File: src/rtl/fc_pkg.sv
// Shared definitions for the fully-connected layer sequencer.
// Holds the FSM state encoding, the clog2 helper and the
// accumulator-width function.
package fc_pkg;

    typedef enum logic [2:0] {
        ST_IDLE  = 3'd0,
        ST_BIAS  = 3'd1,
        ST_MAC   = 3'd2,
        ST_DRAIN = 3'd3,
        ST_OUT   = 3'd4,
        ST_DONE  = 3'd5
    } state_e;

    // Ceiling log2. Never returns 0, so a size-1 dimension still gets a
    // 1-bit address port.
    function automatic int unsigned clog2(input int unsigned v);
        int unsigned r;
        r = 0;
        while ((64'd1 << r) < 64'(v)) begin
            r = r + 1;
        end
        if (r == 0) begin
            r = 1;
        end
        return r;
    endfunction

    // A sum of n products of two signed dw-bit words plus a signed dw-bit
    // bias fits in this many bits without overflow.
    function automatic int unsigned acc_w(input int unsigned dw, input int unsigned n);
        return 2 * dw + clog2(n) + 1;
    endfunction

endpackage

File: src/rtl/fc_mac.sv
// Signed multiply-accumulate register.
//   load    : acc <= sign-extended bias
//   acc_en  : acc <= acc + a*b (signed)
//   neither : hold
// acc_nxt_c is the combinational next value, so the parent can act on the
// final sum in the same cycle it is formed.
module fc_mac
    import fc_pkg::*;
#(
    parameter int unsigned DATA_W = 8,
    parameter int unsigned ACC_W  = 21
) (
    input  logic                     clk,
    input  logic                     rst_n,
    input  logic                     load,
    input  logic                     acc_en,
    input  logic [DATA_W-1:0]        a,
    input  logic [DATA_W-1:0]        b,
    input  logic [DATA_W-1:0]        bias,
    output logic signed [ACC_W-1:0]  acc_nxt_c
);

    logic signed [ACC_W-1:0]    acc_q;
    logic signed [2*DATA_W-1:0] prod_c;

    assign prod_c = $signed(a) * $signed(b);

    // Load has priority: it marks the first cycle of a new neuron.
    always_comb begin
        acc_nxt_c = acc_q;
        if (load) begin
            acc_nxt_c = ACC_W'($signed(bias));
        end else if (acc_en) begin
            acc_nxt_c = acc_q + ACC_W'(prod_c);
        end
    end

    always_ff @(posedge clk or negedge rst_n) begin
        if (!rst_n) begin
            acc_q <= '0;
        end else begin
            acc_q <= acc_nxt_c;
        end
    end

endmodule

File: src/rtl/fc_layer_sequencer.sv
// Fully-connected layer sequencer: for each output neuron n, reads the bias,
// streams INPUT_SIZE input/weight pairs through a signed MAC, then presents a
// ReLU-saturated result on a valid/ready port.
//   start/busy/done       : run control
//   in_addr/in_data       : input-vector buffer, 1-cycle read latency
//   w_addr/w_data         : weight buffer (n*INPUT_SIZE+j), 1-cycle latency
//   b_addr/b_data         : bias buffer (n), 1-cycle latency
//   out_valid/out_ready   : result handshake with out_idx/out_data
module fc_layer_sequencer
    import fc_pkg::*;
#(
    parameter int unsigned INPUT_SIZE  = 16,
    parameter int unsigned OUTPUT_SIZE = 4,
    parameter int unsigned DATA_W      = 8,
    parameter int unsigned OUT_SHIFT   = 0
) (
    input  logic                                       clk,
    input  logic                                       rst_n,
    input  logic                                       start,
    output logic                                       busy,
    output logic                                       done,
    output logic [clog2(INPUT_SIZE)-1:0]               in_addr,
    input  logic [DATA_W-1:0]                          in_data,
    output logic [clog2(INPUT_SIZE*OUTPUT_SIZE)-1:0]   w_addr,
    input  logic [DATA_W-1:0]                          w_data,
    output logic [clog2(OUTPUT_SIZE)-1:0]              b_addr,
    input  logic [DATA_W-1:0]                          b_data,
    output logic                                       out_valid,
    input  logic                                       out_ready,
    output logic [clog2(OUTPUT_SIZE)-1:0]              out_idx,
    output logic [DATA_W-1:0]                          out_data
);

    localparam int unsigned IA_W  = clog2(INPUT_SIZE);
    localparam int unsigned WA_W  = clog2(INPUT_SIZE * OUTPUT_SIZE);
    localparam int unsigned NI_W  = clog2(OUTPUT_SIZE);
    localparam int unsigned ACC_W = acc_w(DATA_W, INPUT_SIZE);

    localparam logic [IA_W-1:0]  J_LAST  = IA_W'(INPUT_SIZE - 1);
    localparam logic [NI_W-1:0]  N_LAST  = NI_W'(OUTPUT_SIZE - 1);
    localparam logic [ACC_W-1:0] OUT_MAX = ACC_W'({DATA_W{1'b1}});

    state_e                  state_q, state_d;
    logic [IA_W-1:0]         j_q, j_d;
    logic [NI_W-1:0]         n_q, n_d;
    logic [WA_W-1:0]         w_addr_q, w_addr_d;
    logic [NI_W-1:0]         out_idx_q, out_idx_d;
    logic [DATA_W-1:0]       out_data_q, out_data_d;
    logic                    busy_q, done_q, out_valid_q;

    logic                    mac_load_c;
    logic                    mac_acc_en_c;
    logic signed [ACC_W-1:0] acc_nxt_c;
    logic signed [ACC_W-1:0] shifted_c;
    logic [DATA_W-1:0]       sat_c;

    fc_mac #(
        .DATA_W (DATA_W),
        .ACC_W  (ACC_W)
    ) u_mac (
        .clk       (clk),
        .rst_n     (rst_n),
        .load      (mac_load_c),
        .acc_en    (mac_acc_en_c),
        .a         (in_data),
        .b         (w_data),
        .bias      (b_data),
        .acc_nxt_c (acc_nxt_c)
    );

    // ReLU, arithmetic shift, then clamp to the unsigned output range.
    always_comb begin
        sat_c     = '0;
        shifted_c = acc_nxt_c >>> OUT_SHIFT;
        if (acc_nxt_c[ACC_W-1] || (acc_nxt_c == '0)) begin
            sat_c = '0;
        end else if ($unsigned(shifted_c) > OUT_MAX) begin
            sat_c = '1;
        end else begin
            sat_c = shifted_c[DATA_W-1:0];
        end
    end

    // Next-state and datapath control. The final product lands in DRAIN,
    // so the result is captured from the MAC's next value on leaving DRAIN.
    always_comb begin
        state_d      = state_q;
        j_d          = j_q;
        n_d          = n_q;
        w_addr_d     = w_addr_q;
        out_idx_d    = out_idx_q;
        out_data_d   = out_data_q;
        mac_load_c   = 1'b0;
        mac_acc_en_c = 1'b0;
        case (state_q)
            ST_IDLE: begin
                if (start) begin
                    state_d = ST_BIAS;
                    n_d     = '0;
                    j_d     = '0;
                end
            end
            ST_BIAS: begin
                state_d  = ST_MAC;
                j_d      = '0;
                w_addr_d = WA_W'(n_q * INPUT_SIZE);
            end
            ST_MAC: begin
                // Bias data arrives during j=0; products trail addresses by one.
                mac_load_c   = (j_q == '0);
                mac_acc_en_c = (j_q != '0);
                if (j_q == J_LAST) begin
                    state_d = ST_DRAIN;
                end else begin
                    j_d      = j_q + 1'b1;
                    w_addr_d = w_addr_q + 1'b1;
                end
            end
            ST_DRAIN: begin
                mac_acc_en_c = 1'b1;
                state_d      = ST_OUT;
                out_idx_d    = n_q;
                out_data_d   = sat_c;
            end
            ST_OUT: begin
                if (out_ready) begin
                    if (n_q == N_LAST) begin
                        state_d = ST_DONE;
                    end else begin
                        n_d     = n_q + 1'b1;
                        state_d = ST_BIAS;
                    end
                end
            end
            ST_DONE: begin
                state_d = ST_IDLE;
            end
            default: begin
                state_d = ST_IDLE;
            end
        endcase
    end

    always_ff @(posedge clk or negedge rst_n) begin
        if (!rst_n) begin
            state_q     <= ST_IDLE;
            j_q         <= '0;
            n_q         <= '0;
            w_addr_q    <= '0;
            out_idx_q   <= '0;
            out_data_q  <= '0;
            busy_q      <= 1'b0;
            done_q      <= 1'b0;
            out_valid_q <= 1'b0;
        end else begin
            state_q     <= state_d;
            j_q         <= j_d;
            n_q         <= n_d;
            w_addr_q    <= w_addr_d;
            out_idx_q   <= out_idx_d;
            out_data_q  <= out_data_d;
            busy_q      <= (state_d != ST_IDLE);
            done_q      <= (state_d == ST_DONE);
            out_valid_q <= (state_d == ST_OUT);
        end
    end

    assign busy      = busy_q;
    assign done      = done_q;
    assign out_valid = out_valid_q;
    assign out_idx   = out_idx_q;
    assign out_data  = out_data_q;
    assign in_addr   = j_q;
    assign w_addr    = w_addr_q;
    assign b_addr    = n_q;

endmodule
File: config.mk
export PLATFORM = sky130hd
export DESIGN_NAME = fc_layer_sequencer
export DESIGN_NICKNAME = d
export VERILOG_FILES = /design/src/rtl/fc_pkg.sv /design/src/rtl/fc_mac.sv /design/src/rtl/fc_layer_sequencer.sv
export SDC_FILE = /design/constraint.sdc
export NUM_CORES = 1
export LEC_CHECK = 0
export ABC_AREA = 1
export CAP_MARGIN = 25
export CORE_ASPECT_RATIO = 1.75
export CORE_MARGIN = 5
export CORE_UTILIZATION = 65
export CTS_CLUSTER_DIAMETER = 30
export CTS_CLUSTER_SIZE = 8
export DETAILED_ROUTE_END_ITERATION = 16
export GPL_TIMING_DRIVEN = 1
export PLACE_DENSITY = 0.88
export SETUP_SLACK_MARGIN = 0.02
export SKIP_CTS_REPAIR_TIMING = 1
export SYNTH_ARGS = -nofsm -noshare
export SYNTH_HDL_FRONTEND = slang
export SYNTH_HIERARCHICAL = 1
export SYNTH_SLANG_ARGS = --single-unit
File: constraint.sdc
create_clock -name clk -period 13.8 [get_ports clk]
set_input_delay 2.76 -clock clk [delete_from_list [all_inputs] [get_ports clk]]
set_output_delay 2.76 -clock clk [all_outputs]
set_load 0.005 [all_outputs]
==> results.md, run 1 <==
* Synth area leaders: fa_1, dfrtp_1, nand2_1, inv_1, ha_1
* Mapped Avg Cell Area at about 7.7 sq um
* Crit end category: flip-flop
* Clock Sinks at 49
* Initial antenna violation count at 0
* CP startpoint kind: input port
* Most common cell after layout, fill and taps aside: nand2_1
* CP Class: input port to flip-flop
* Setup violators final at 0
* Syn nets at slightly above 1000
* Die Area at 0.0122 sq mm
* DRT Pass-1 Iters at 5
* Dpl hpwl at roughly 13000 um
* Most frequent cells in the layout: nand2_1, inv_1, fa_1, nor2_1, nand3_1
* CTS H-tree depth at 2
* Synth area leader: fa_1
* I/O Buffers at between 50 and 60
* Final nets at approximately 1100
* Vias in the first global route at slightly below 6000
* Vias at about 5300
* DR DRC count at 0
* # rows at 48
* Pins over their slew limit at 0
* Worst slew pin tran at about 0.8 ns
* First-pass GRT wire length at approximately 26000 um
* Max Root-Sink Buffers at 2
* Antenna diodes at 0
* Hold slack at ~0.5 ns
* Worst hold path class: flip-flop to flip-flop
* Slew margin rel. at a little under half
* GP Congestion at around 0.96
* Max_cap viols at 0
* Mapped Area at about 0.0065 sq mm
* Period utilisation layout at a little under two thirds
* TritonCTS Buffers at 5
* Status: finished, final reports clean
* WL per Instance at ~15 um
* Clock Latency Late Sink at approximately 0.30 ns
* Arrival @ worst endpoint at around 8.9 ns
* Flops & latches, synth at 49
* Minimum clock period at about 8.7 ns
* Overflow after GRT at 0
* Synthesized instance count at about 850
* Total GRT Usage at 26.9%
* Final hold violation count at 0
* DRT antenna net count at 0
* Setup TNS at 0 ns
* Area share of the largest cell type after synthesis at roughly 28%
* Clock transition at path regs at about 0.07 ns
* Root buffer cell: clkbuf_16
* Netlist cell types at 33
* Crit Path Max Fanout at 13
* Critical Path RT at between 10 and 15 ns
* Final WL at ~15000 um
* Die width at around 86 um
* Vias per Instance at 5.30
* Initial Util at 66.2%
* I/O pin cnt at 53
* Clk_skew at 0.00983 ns
* Area Overhead vs Synth at 11.8%
* Number of DRC markers in iteration 0 at 279
* Fmax at 114 MHz
* CTS tree: done
* Largest net degree at the start of global routing at 33
* RSZ-0062 raised after global routing: false
* Yosys warns at 6
* Sequential area share after synthesis at 18.8%
* Layout cells sized above 1 at approximately 4.8%
* Core area at just under 0.01 sq mm
* Die H at 142 um
==> synth_stat cells (all sizes together) <==
cell type / count
nor2: 78
buf: 5
fa: 92
ha: 52
dfrtp: 49
clkinv: 1
o21a: 1
nand2: 215
o21ai: 32
nand4: 2
a31oi: 1
or2: 3
nor3: 1
o211ai: 2
xnor2: 1
a21oi: 31
nand3b: 2
and2: 1
clkbuf: 19
nand3: 64
inv: 185
xor2: 8
==> per-stage QoR <==
step           std cells  util (%)  cell area (sq um)  setup WS, ns
3_5_place_dp        1001      72.5               7140          4.74
6_report            1009      74.0               7290          5.05
2_1_floorplan        845         -               6520          5.91
4_1_cts             1009      74.0               7290          5.02
3_3_place_gp        1000      72.3               7120          4.87
5_1_grt             1009      74.0               7290          4.60
==> metal layers <==
metal  track usage (%)  wire, um  vias up
met5                 0         0        -
met4              14.3       765        0
met3              2.49       339       53
met2              52.3      8820      128
met1              27.6      5220     2554
li1                  -         -     2609
==> critical path, stage by stage <==
cell	delay [ns]
clkdlybuf4s50_1	0.57
nand2_1	0.19
inv_1	0.37
fa_1	0.69
inv_1	0.07
fa_1	0.54
inv_1	0.07
fa_1	0.53
inv_1	0.05
fa_1	0.54
inv_1	0.05
ha_1	0.29
ha_1	0.37
nand2_1	0.13
inv_1	0.04
a21oi_1	0.24
nand3_1	0.11
nand2_1	0.08
nand3_1	0.08
nand2_1	0.08
nand2_1	0.12
nor2_1	0.13
nand2_1	0.08
nor2_1	0.39
nand3_1	0.15
nand3_1	0.12
nand2_1	0.07
==> final timing paths <==
check / from / to / slack, ns / cells past startpoint
max in group asynchronous: rst_n / out_data[6] / 10.87 / 2
worst min register to register: out_data[0] / out_data[0] / 0.50 / 2
worst max register to register: u_mac/acc_q[6] / out_data[6] / 8.40 / 26
min in group asynchronous: rst_n / in_addr[3] / 2.42 / 1
worst min-delay path: out_data[0] / out_data[0] / 0.50 / 2
worst max-delay path: w_data[0] / out_data[6] / 5.05 / 27
==> layout make-up <==
cell class	instances	area, sq um
Tap cell	125	156
Clock buffer	5	125
Fill cell	736	2560
Clock inverter	3	25.0
Timing Repair Buffer	55	551
Multi-Input combinational cell	586	4510
Inverter	186	698
Sequential cell	49	1230
==> logic make-up after synthesis <==
group | synth area share [%]
adder cells (fa/ha/maj) | 38.2
AND/OR/NAND/NOR | 24.0
AO/OA/AOI/OAI | 5.62
buffers and inverters | 12.2
flip-flops | 18.8
XOR/XNOR | 1.21
==> state kept, by name, indices dropped and copies added (netlist names), 2 cells and up <==
register / flops
out_idx: 2
u_mac/acc_q: 21
in_addr: 4
b_addr: 2
w_addr: 6
state_q: 3
out_data: 8
Power of run 1 is left out: the tool's default activity adds up to more than one toggle a clock period on the data nets, which glitch-free logic cannot reach.
==> inputs of run 2 (changes only) <==
--- a/config.mk
+++ b/config.mk
@@ -9,12 +9,12 @@
 export CAP_MARGIN = 25
 export CORE_ASPECT_RATIO = 1.75
 export CORE_MARGIN = 5
-export CORE_UTILIZATION = 65
+export CORE_UTILIZATION = 61
 export CTS_CLUSTER_DIAMETER = 30
 export CTS_CLUSTER_SIZE = 8
 export DETAILED_ROUTE_END_ITERATION = 16
 export GPL_TIMING_DRIVEN = 1
-export PLACE_DENSITY = 0.88
+export PLACE_DENSITY = 0.83
 export SETUP_SLACK_MARGIN = 0.02
 export SKIP_CTS_REPAIR_TIMING = 1
 export SYNTH_ARGS = -nofsm -noshare
==> constraint.sdc (replaced) <==
create_clock -name clk -period 8.78 [get_ports clk]
set_input_delay 1.756 -clock clk [delete_from_list [all_inputs] [get_ports clk]]
set_output_delay 1.756 -clock clk [all_outputs]
set_load 0.005 [all_outputs]
==> run 2 against run 1 <==
  * Clock skew is 0.0038 ns lower
  * First-iteration DRC count is 22% lower
  * Via count is 1.0% lower
  * Wire length is 4.3% lower
  * Count of clock-buffer cells in the layout stayed put
  * Utilization is 4.7 points lower
==> results.md, run 2 (same netlist as run 1, synthesis figures left out) <==
* Status: finished, final reports clean
* I/O Buffers at 52
* CP Class: input port to flip-flop
* Most common cell after layout, fill and taps aside: nand2_1
* Vias in the first global route at 5645
* CP startpoint kind: input port
* CTS H-tree depth at 2
* Crit end category: flip-flop
* Antenna diodes at 0
* Crit Path Max Fanout at 13
* I/O pin cnt at 53
* Dpl hpwl at between 10000 and 15000 um
* Die width at 88.2 um
* First-pass GRT wire length at about 25000 um
* RSZ-0062 raised after global routing: false
* Largest register by flop count: u_mac/acc_q
* Fillers at between 800 and 900
* Area Overhead vs Synth at 12.4%
* Max_cap viols at 0
* WL per Instance at approximately 14 um
* Clk_skew at 0.00604 ns
* DR DRC count at 0
* Initial antenna violation count at 0
* Worst hold path class: flip-flop to flip-flop
* Setup TNS at 0 ns
* Most frequent cells in the layout: nand2_1, inv_1, fa_1, nor2_1, nand3_1
* Final hold violation count at 0
* GP Congestion at ~0.96
* DRT Pass-1 Iters at 4
* Final nets at ~1100
* Fmax at 130 MHz
* Number of DRC markers in iteration 0 at between 200 and 250
* Period utilisation layout at slightly below 90%
* TritonCTS Buffers at 5
* Worst slew pin tran at around 0.82 ns
* Slew margin rel. at between 40% and 50%
* Overflow after GRT at 0
* # rows at 50
* Vias per Instance at 5.21
* Die Area at 0.0129 sq mm
* Total GRT Usage at 24.5%
* Largest net degree at the start of global routing at 29
* Root buffer cell: clkbuf_16
* Arrival @ worst endpoint at 7.86 ns
* Clock Latency Late Sink at ~0.29 ns
* DRT antenna net count at 0
* CTS tree: done
* Die H at approximately 150 um
* Clock transition at path regs at around 0.070 ns
* Core area at 0.0106 sq mm
* Minimum clock period at ~7.7 ns
* Setup violators final at 0
* Max Root-Sink Buffers at 2
* Layout cells sized above 1 at under 10%
* Pins over their slew limit at 0
* Initial Util at between 60 and 70%
* Critical Path RT at 8.96 ns
* Fin util at between 60% and 70%
* Max reg flops at 21
* Final WL at about 14000 um
* Vias at approximately 5300
* Clock Sinks at 49
## run 2: worst paths after layout
| check | startpoint | to | slack [ns] | cells past startpoint |
|---|---|---|---|---|
| worst max-delay path | w_data[0] | out_data[6] | 1.10 | 27 |
| worst min-delay path | out_data[2] | out_data[2] | 0.48 | 2 |
| worst max register to register | u_mac/acc_q[18] | out_data[6] | 3.48 | 24 |
| worst min register to register | out_data[2] | out_data[2] | 0.48 | 2 |
| max in group asynchronous | rst_n | u_mac/acc_q[3] | 6.80 | 2 |
| min in group asynchronous | rst_n | out_idx[0] | 1.45 | 1 |
## run 2: final cells by class
cell class                      count  area [sq um]  area share (%)
Multi-Input combinational cell    586          4510            61.5
Sequential cell                    49          1230            16.7
Inverter                          186           698            9.52
Timing Repair Buffer               57           566            7.71
Tap cell                          130           163            2.22
Clock buffer                        5           125            1.71
Clock inverter                      3          46.3           0.632
## run 2: worst max-delay path, stage by stage
cell and delay [ns]:
clkdlybuf4s50_1 0.56, nand2_1 0.20, inv_1 0.38, fa_1 0.67, inv_1 0.07, fa_1 0.53, inv_1 0.07, fa_1 0.54
inv_1 0.06, fa_1 0.54, inv_1 0.05, ha_1 0.29, ha_1 0.37, nand2_1 0.13, inv_1 0.05, a21oi_1 0.24
nand3_1 0.13, nand2_1 0.08, nand3_1 0.07, nand2_1 0.07, nand2_1 0.11, nor2_1 0.13, nand2_1 0.08, nor2_1 0.39
nand3_1 0.12, nand3_1 0.12, nand2_1 0.07
## run 2: metal layers
metal  vias to the layer above  wire length [um]  GRT usage [%]  share of wire (%)
met4                         0               823           12.6                5.7
met1                      2500              5130           26.6                 35
met5                         -                 0              0                  0
met3                        55               335           2.53                2.3
li1                       2612                 -              -                  -
met2                       123              8200           45.4                 57
## run 2: stage by stage
| step | hold WS (ns) | area [sq um] | worst slack [ns] | cells |
|---|---|---|---|---|
| floorplan | 0.472 | 6520 | 1.90 | 845 |
| global route | 0.526 | 7330 | 0.597 | 1016 |
| detailed placement | 0.473 | 7160 | 0.754 | 1008 |
| CTS | 0.490 | 7330 | 1.07 | 1016 |
| global placement | 0.468 | 7140 | 0.877 | 1007 |
| finish | 0.485 | 7330 | 1.10 | 1016 |
Power of run 2 is left out for the same reason.
